==> config.mk <==
export PLATFORM = sky130hd
export DESIGN_NAME = axi_sram_slave
export DESIGN_NICKNAME = d
export VERILOG_FILES = /design/src/rtl/axi_sram_slave.sv
export SDC_FILE = /design/constraint.sdc
export NUM_CORES = 1
export LEC_CHECK = 0
export CORE_AREA = 5 5 155 157
export DETAILED_ROUTE_END_ITERATION = 6
export DIE_AREA = 0 0 160 162
export DONT_BUFFER_PORTS = 1
export PLACE_DENSITY = 0.47
export SETUP_SLACK_MARGIN = 0.02
export SLEW_MARGIN = 15
export SYNTH_ARGS = -nofsm -noshare
export SYNTH_HDL_FRONTEND = slang
export SYNTH_SLANG_ARGS = --single-unit
==> constraint.sdc <==
create_clock -name clk -period 3.8 [get_ports clk]
set_input_delay 0 -clock clk [delete_from_list [all_inputs] [get_ports clk]]
set_output_delay 0 -clock clk [all_outputs]
set_load 0.05 [all_outputs]
==> src/rtl/axi_sram_slave.sv <==
// AXI4 slave that serves one burst at a time from a single-port synchronous 64-bit SRAM.
// Reads win over writes; FIXED bursts hold the address, all other burst types increment it.
module axi_sram_slave #(
  parameter int AXI_DATA_WIDTH = 64,
  parameter int AXI_ADDR_WIDTH = 32,
  parameter int AXI_ID_WIDTH   = 4,
  parameter int MEM_ADDR_WIDTH = 16
) (
  input  logic                        clk,
  input  logic                        rst_n,
  // read address
  input  logic                        mem_axi_ar_valid_i,
  output logic                        mem_axi_ar_ready_o,
  input  logic [AXI_ADDR_WIDTH-1:0]   mem_axi_ar_addr_i,
  input  logic [AXI_ID_WIDTH-1:0]     mem_axi_ar_id_i,
  input  logic [7:0]                  mem_axi_ar_len_i,
  input  logic [2:0]                  mem_axi_ar_size_i,
  input  logic [1:0]                  mem_axi_ar_burst_i,
  // read data
  output logic                        mem_axi_r_valid_o,
  input  logic                        mem_axi_r_ready_i,
  output logic [AXI_DATA_WIDTH-1:0]   mem_axi_r_data_o,
  output logic [1:0]                  mem_axi_r_resp_o,
  output logic                        mem_axi_r_last_o,
  output logic [AXI_ID_WIDTH-1:0]     mem_axi_r_id_o,
  // write address
  input  logic                        mem_axi_aw_valid_i,
  output logic                        mem_axi_aw_ready_o,
  input  logic [AXI_ADDR_WIDTH-1:0]   mem_axi_aw_addr_i,
  input  logic [AXI_ID_WIDTH-1:0]     mem_axi_aw_id_i,
  input  logic [7:0]                  mem_axi_aw_len_i,
  input  logic [2:0]                  mem_axi_aw_size_i,
  input  logic [1:0]                  mem_axi_aw_burst_i,
  // write data
  input  logic                        mem_axi_w_valid_i,
  output logic                        mem_axi_w_ready_o,
  input  logic [AXI_DATA_WIDTH-1:0]   mem_axi_w_data_i,
  input  logic [AXI_DATA_WIDTH/8-1:0] mem_axi_w_strb_i,
  input  logic                        mem_axi_w_last_i,
  // write response
  output logic                        mem_axi_b_valid_o,
  input  logic                        mem_axi_b_ready_i,
  output logic [1:0]                  mem_axi_b_resp_o,
  output logic [AXI_ID_WIDTH-1:0]     mem_axi_b_id_o,
  // SRAM
  output logic                        sram_en,
  output logic [7:0]                  sram_we,
  output logic [MEM_ADDR_WIDTH-1:0]   sram_addr,
  output logic [63:0]                 sram_wdata,
  input  logic [63:0]                 sram_rdata
);

  typedef enum logic [2:0] {
    S_IDLE, S_RD_REQ, S_RD_LAT, S_RD_RESP, S_WR_DATA, S_WR_RESP
  } state_t;

  state_t                      r_state;
  logic [AXI_ADDR_WIDTH-1:0]   r_addr;
  logic [7:0]                  r_len;
  logic [7:0]                  r_cnt;
  logic [2:0]                  r_size;
  logic [1:0]                  r_burst;
  logic                        r_err;
  logic [AXI_ID_WIDTH-1:0]     r_rid;
  logic [AXI_ID_WIDTH-1:0]     r_bid;
  logic [AXI_DATA_WIDTH-1:0]   r_rdata;
  logic                        r_rvalid;
  logic                        r_rlast;
  logic [1:0]                  r_rresp;
  logic                        r_bvalid;
  logic [1:0]                  r_bresp;

  logic                        w_is_last;
  logic                        w_last_bad;
  logic                        w_wr_beat;
  logic [AXI_ADDR_WIDTH-1:0]   w_addr_next;

  assign w_is_last   = (r_cnt == r_len);
  assign w_last_bad  = (mem_axi_w_last_i != w_is_last);
  assign w_wr_beat   = (r_state == S_WR_DATA) && mem_axi_w_valid_i;
  // FIXED keeps the address; INCR, WRAP and reserved all step by the beat size.
  assign w_addr_next = (r_burst == 2'b00) ? r_addr
                                          : r_addr + (AXI_ADDR_WIDTH'(1) << r_size);

  assign mem_axi_ar_ready_o = rst_n && (r_state == S_IDLE);
  assign mem_axi_aw_ready_o = rst_n && (r_state == S_IDLE) && !mem_axi_ar_valid_i;
  assign mem_axi_w_ready_o  = rst_n && (r_state == S_WR_DATA);

  assign mem_axi_r_valid_o = r_rvalid;
  assign mem_axi_r_data_o  = r_rdata;
  assign mem_axi_r_resp_o  = r_rresp;
  assign mem_axi_r_last_o  = r_rlast;
  assign mem_axi_r_id_o    = r_rid;
  assign mem_axi_b_valid_o = r_bvalid;
  assign mem_axi_b_resp_o  = r_bresp;
  assign mem_axi_b_id_o    = r_bid;

  assign sram_addr  = r_addr[MEM_ADDR_WIDTH+2:3];
  assign sram_wdata = mem_axi_w_data_i;

  always_comb begin
    // NOTE: every output gets a default before the case so no path can infer a latch.
    sram_en = 1'b0;
    sram_we = 8'h00;
    case (r_state)
      S_RD_REQ:  sram_en = !r_err;
      S_WR_DATA: begin
        sram_en = w_wr_beat;
        sram_we = (w_wr_beat && !r_err) ? mem_axi_w_strb_i : 8'h00;
      end
      default: ;
    endcase
  end

  // NOTE: state and outputs update with non-blocking assignments so every flop samples pre-edge values.
  always_ff @(posedge clk or negedge rst_n) begin
    if (!rst_n) begin
      r_state  <= S_IDLE;
      r_addr   <= '0;
      r_len    <= '0;
      r_cnt    <= '0;
      r_size   <= '0;
      r_burst  <= '0;
      r_err    <= 1'b0;
      r_rid    <= '0;
      r_bid    <= '0;
      r_rdata  <= '0;
      r_rvalid <= 1'b0;
      r_rlast  <= 1'b0;
      r_rresp  <= 2'b00;
      r_bvalid <= 1'b0;
      r_bresp  <= 2'b00;
    end else begin
      case (r_state)
        S_IDLE: begin
          if (mem_axi_ar_valid_i) begin
            r_addr  <= mem_axi_ar_addr_i;
            r_len   <= mem_axi_ar_len_i;
            r_size  <= mem_axi_ar_size_i;
            r_burst <= mem_axi_ar_burst_i;
            r_rid   <= mem_axi_ar_id_i;
            r_err   <= (mem_axi_ar_size_i > 3'd3);
            r_cnt   <= '0;
            r_state <= S_RD_REQ;
          end else if (mem_axi_aw_valid_i) begin
            r_addr  <= mem_axi_aw_addr_i;
            r_len   <= mem_axi_aw_len_i;
            r_size  <= mem_axi_aw_size_i;
            r_burst <= mem_axi_aw_burst_i;
            r_bid   <= mem_axi_aw_id_i;
            r_err   <= (mem_axi_aw_size_i > 3'd3);
            r_cnt   <= '0;
            r_state <= S_WR_DATA;
          end
        end
        S_RD_REQ: r_state <= S_RD_LAT;
        S_RD_LAT: begin
          r_rdata  <= r_err ? '0 : sram_rdata;
          r_rresp  <= r_err ? 2'b10 : 2'b00;
          r_rlast  <= w_is_last;
          r_rvalid <= 1'b1;
          r_state  <= S_RD_RESP;
        end
        S_RD_RESP: begin
          if (mem_axi_r_ready_i) begin
            r_rvalid <= 1'b0;
            if (r_rlast) begin
              r_state <= S_IDLE;
            end else begin
              r_cnt   <= r_cnt + 8'd1;
              r_addr  <= w_addr_next;
              r_state <= S_RD_REQ;
            end
          end
        end
        S_WR_DATA: begin
          if (mem_axi_w_valid_i) begin
            r_addr <= w_addr_next;
            r_cnt  <= r_cnt + 8'd1;
            if (w_last_bad) r_err <= 1'b1;
            // The beat count, not w_last, decides when the burst ends.
            if (w_is_last) begin
              r_bvalid <= 1'b1;
              r_bresp  <= (r_err || w_last_bad) ? 2'b10 : 2'b00;
              r_state  <= S_WR_RESP;
            end
          end
        end
        S_WR_RESP: begin
          if (mem_axi_b_ready_i) begin
            r_bvalid <= 1'b0;
            r_state  <= S_IDLE;
          end
        end
        default: r_state <= S_IDLE;
      endcase
    end
  end

endmodule

* Word level (Yosys, flattened, before mapping)
Index checks and enable logic that the tools add are counted.
** Word-level totals
- Flip-flop bits (word level) :: 136
- Output and inout port bits :: 171
- Input port bits :: 242
** Operators by class
- Equality and inequality tests :: 14
- Bitwise logic cells :: 1
- Shift operators :: 1
- Reductions and logical operators :: 24
- Multiplexer cells :: 44
- Magnitude comparators :: 2
- $add $sub $neg :: 2
** Operator list (number)
- $mux 32 :: 6
- $pmux 32 s3 :: 1
- $mux 8 :: 9
- $mux 64 :: 1
- $add 32x32->32 :: 1
- $shl 1x3->32 const A :: 1
- $mux 3 :: 8
- $pmux 8 s3 :: 1
- $pmux 3 s6 :: 1
- $ne 2x2->1 const B :: 6
- $reduce_and 5->1 :: 2
- $mux 1 :: 9
- $add 8x1->8 const B :: 1
- $eq 8x8->1 :: 1
- $mux 2 :: 4
- $pmux 1 s2 :: 4
- $reduce_and 4->1 :: 2
- $reduce_bool 2->1 :: 4
- $eq 3x2->1 const B :: 2
- $eq 3x3->1 const B :: 2
- $gt 3x2->1 const B :: 2
- $reduce_and 2->1 :: 3
- $reduce_and 3->1 :: 2
- $logic_and 1x1->1 :: 5
- other kinds (9) :: 10

* Depth between registers and ports, before layout
- Depth after elaboration :: 6
- Gate-level depth with buffers :: 11
- Depth with buffers taken out :: 10

* Worst setup path before layout
No wires, ideal clock.
- Path type :: flip-flop to output port
- Start :: reg r_state[0]
- End :: out mem_axi_aw_ready_o
- Cell stages (with the launch flop) :: 6
- Setup slack :: 0.912 ns
- Arrival :: 2.888 ns
- Path through :: dfrtp_1 -> buf_6 -> or2_1 -> buf_2 -> nor3b_1 -> nor2b_1
** Between the ends
- Longest elaborated chain between the ends :: 3
** RTL lines
- start: declaration :: RTL line 57 : state_t r_state;
- start signal: assignment :: RTL line 118 : r_state <= S_IDLE;
- start signal: assignment :: RTL line 144 : r_state <= S_RD_REQ;
- start signal: assignment :: RTL line 153 : r_state <= S_WR_DATA;
- $logic_not 3->1
- $logic_and 1x1->1
- net mem_axi_ar_ready_o :: RTL line 13 : output logic mem_axi_ar_ready_o,
- $logic_and 1x1->1 :: RTL line 86 : assign mem_axi_aw_ready_o = rst_n && (r_state == S_IDLE) && !mem_axi_ar_valid_i;
- end: declaration :: RTL line 28 : output logic mem_axi_aw_ready_o,
The timed path passes the listed nets, and every way through them passes these cells.

* Worst setup path after layout
- Start :: reg r_size[0]
- End :: reg r_addr[18]
** Between the ends
- Longest elaborated chain between the ends :: 6
- Elaborated cells on any way between the ends :: 7
** RTL lines
- start: declaration :: RTL line 61 : logic [2:0] r_size;
- start signal: assignment :: RTL line 139 : r_size <= mem_axi_ar_size_i;
- start signal: assignment :: RTL line 148 : r_size <= mem_axi_aw_size_i;
- $shl 1x3->32 (*) :: RTL line 83 : : r_addr + (AXI_ADDR_WIDTH'(1) << r_size);
- $add 32x32->32 (*) :: RTL line 83
- $mux 32 (*) :: RTL line 82 : assign w_addr_next = (r_burst == 2'b00) ? r_addr
- $mux 32 :: RTL line 167 : if (r_rlast) begin
- $mux 32 :: RTL line 165 : if (mem_axi_r_ready_i) begin
- $pmux 32 s3 (*) :: RTL line 134 : case (r_state)
- end signal: assignment :: RTL line 137 : r_addr <= mem_axi_ar_addr_i;
- end signal: assignment :: RTL line 171 : r_addr <= w_addr_next;
- end signal: assignment :: RTL line 178 : r_addr <= w_addr_next;
- end: declaration :: RTL line 58 : logic [AXI_ADDR_WIDTH-1:0] r_addr;
Every way passes the cells marked *; elsewhere a longest branch is shown, timed or not. The select of a mux whose other input is x is not followed.
A chain may end at the register's enable or synchronous reset.

==> run_results.csv <==
group,metric,value,unit
run_status,outcome,"complete, no violations",
pwr,p_seq_frac,0.443,
clock_tree,clkLatencyLatePin,0.41,ns
timing,finalCriticalPeriod,3.18,ns
synth,synth_edf_count,0,
critical_path,endpoint_kind,"register",
drt,drtIter0Drc,292,
placed_design,place_hpwl,13.0,mm
critical_path,crit_type,"register to register",
global_route,grt_max_degree,132,
pwr,leakage,3.71,nW
pwr,peakVddDrop,0.000392,V
pwr,p_int,3.90,mW
floorplan,die_x,160,µm
timing,finalHoldViolCount,0,
clock_tree,h-tree-depth,4,
drt,detail-route-antenna-nets,0,
final_layout,area_growth,24.9,%
global_route,grt_pass1_wl,30.9,mm
critical_path,critPathRequiredTime,4.10,ns
critical_path,cp-start-kind,"register",
synth,ys_types,58,
final_layout,fill_cells,2190,
floorplan,initial_core_util,0.313,
global_route,antenna_found_initial,0,
floorplan,die_y,162,µm
global_route,grt_overflow,0,
floorplan,core_area,0.0224,mm²
drt,vias,5466,
timing,fmax,314,MHz
synth,async_flop_share,1.00,
final_layout,diodes,0,
timing,clock_skew,0.00873,ns
final_layout,nets,1067,
floorplan,die-area,0.0259,mm²
drt,route.detailed.drc,0,
pwr,switching_share,0.497,
timing,finalSetupViolCount,0,
floorplan,num_rows,55,
clock_tree,cts_made_buffers,17,
timing,min_period_over_period,0.837,
clock_tree,cts_tree,"done",
synth,synth_top_area_frac,0.433,
global_route,grt_pass1_vias,5702,
pwr,cellPowerDensity,888,mW/mm²
placed_design,port_buffers,0,
synth,synth_ff_type,"dfrtp_1",
timing,fin_hold_ws,0.0000220,ns
critical_path,path_max_fanout,9,
timing,relSlewSlack,0.273,
clock_tree,root_buffer,"clkbuf_16",
placed_design,gp_congestion,0.806,
synth,syn_inst,765,
clock_tree,clockBufferDepth,2,
drt,drt_wl_total,19.8,mm
clock_tree,cts_num_sinks,121,
min_path,hold_depth,0,
final_layout,final_common_cell,"dlygate4sd3_1",
synth,yosysTopAreaCell,"dfrtp_1",
global_route,grt_util_all_layers,0.147,
timing,slew_violations,0,
final_layout,final_util,0.390,
run,cap_violations,0,
drt,wl_per_cell,17.8,µm
final_layout,drive_gt1_frac,0.0942,
floorplan,io_pins,413,
synth,syn_avg_cell_area,9.14,µm²
drt,viasPerCell,4.91,
clock_tree,path_clk_slew,0.06,ns
synth,synth.top_cells.by_area,"dfrtp_1 (43%), buf_4 (9.0%), o21ai_0 (6.0%), nand2_1 (5.5%), nand2b_1 (4.8%)",
timing,tightest_slew,1.09,ns
timing,rsz0062_at_grt,"no",
timing,tns,0,ns
critical_path,reg2regPathDepth,8,
drt,dr.pass1.iters,4,
critical_path,cp.arrival,3.48,ns
min_path,min_path_type,"input port to primary output",
pwr,p_clk_frac,0.215,
synth,syn_area,0.00699,mm²
synth,ys_seq_area_frac,0.433,
synth,ys_ff_latch,121,
pwr,power_frac_comb,0.343,
synth,yosysWarnings,0,
pwr,netSwitchingPower,3.85,mW
final_layout,final_cell_mix,"dlygate4sd3_1 (147), dfrtp_1 (121), nand2_1 (102)",
## logic make-up (layout without fill, tap and decap cells)
group / count (synthesis) / count (layout) / share of synthesized area
AND/OR/NAND/NOR: 280 / 280 / 0.205
AO/OA/AOI/OAI: 159 / 159 / 0.136
buffers and inverters: 136 / 198 / 0.124
flip-flops: 121 / 121 / 0.433
multiplexers: 40 / 40 / 0.0592
XOR/XNOR: 18 / 18 / 0.0226
adder cells (fa/ha/maj): 10 / 10 / 0.0190
other: 1 / 2 / 0.000536
## layout make-up
class	instances	area, µm²	share of cell area
Tap cell	285	357	0.0409
Clock buffer	21	450	0.0516
Inverter	9	33.8	0.00387
Timing Repair Buffer	157	1600	0.183
Multi-Input combinational cell	509	3120	0.357
Clock inverter	11	145	0.0166
Sequential cell	121	3030	0.347
## routing by layer
layer  share of wire  global-route usage  wire length [µm]  vias to the layer above
met5               0                   0                 0                        -
met4           0.027              0.0630               535                        0
met3           0.067              0.0459              1330                       48
met2            0.51               0.255             10000                      190
met1            0.40               0.169              7910                     2601
li1                -                   -                 -                     2627
## registers in the layout, indices dropped and copies added (netlist names)
register           count
mem_axi_r_resp_o       1
mem_axi_r_id_o         4
mem_axi_r_data_o      64
mem_axi_r_valid_o      1
r_burst                2
r_addr                19
mem_axi_b_id_o         4
mem_axi_b_resp_o       1
r_err                  1
r_len                  8
r_state                3
mem_axi_b_valid_o      1
r_size                 3
mem_axi_r_last_o       1
r_cnt                  8
## per-stage QoR
| step | power, mW | setup WS (ns) | area, µm² | std cells |
|---|---|---|---|---|
| floorplan | 5.64 | 0.912 | 6990 | 766 |
| global placement | 5.82 | 0.761 | 6590 | 931 |
| detailed placement | 5.89 | 0.648 | 6590 | 931 |
| CTS | 7.82 | 0.610 | 8700 | 1112 |
| global route | 8.25 | 0.400 | 8730 | 1113 |
| finish | 7.75 | 0.620 | 8730 | 1113 |
## repair_timing
item | in CTS | in global routing
gates resized for setup | 0 | 0
hold endpoints to repair | 230 | 0
buffers inserted | 0 | 0
hold buffers | 149 | 0
## worst paths after layout
kind,start,to,slack [ns]
max reg2reg,r_size[0]$_DFFE_PN0P_,r_addr[18]$_DFFE_PN0P_,0.62
min,mem_axi_w_data_i[12],sram_wdata[12],0.00002
max,r_size[0]$_DFFE_PN0P_,r_addr[18]$_DFFE_PN0P_,0.62
max in group asynchronous,rst_n,mem_axi_r_data_o[15]$_DFFE_PN0P_,3.10
min in group asynchronous,rst_n,r_len[2]$_DFFE_PN0P_,0.18
min reg2reg,r_addr[0]$_DFFE_PN0P_,r_addr[0]$_DFFE_PN0P_,0.49
## power groups by stage
stage	clock (mW)	sequential, mW	combinational, mW
after global routing	1.77	3.49	2.99
after global placement	0	3.45	2.36
after floorplan	0	2.94	2.70
final	1.66	3.43	2.66
after detailed placement	0	3.46	2.43
after CTS	1.72	3.44	2.66
## cells in the mapped netlist, types with 10 or more instances
master,instances
o21ai_0,84
dfrtp_1,121
nand2b_1,54
mux2_2,11
xnor2_1,11
nand3_1,12
nor2_1,33
nor3_1,13
mux2i_1,29
nand4_1,11
buf_4,84
clkbuf_1,31
a21oi_2,11
nor2_2,10
a21oi_1,17
nand2_1,102
and2_1,10
## worst max-delay path, cell delays in order, from the launching register on
cell and delay [ns]:
dfrtp_1 0.48, or3b_2 0.51, fa_1 0.44, nand2b_1 0.22, a211oi_1 0.32, o21ai_1 0.25, nor4_1 0.49, a31oi_1 0.14
o22a_1 0.21
(Power assumes the default switching activity.)
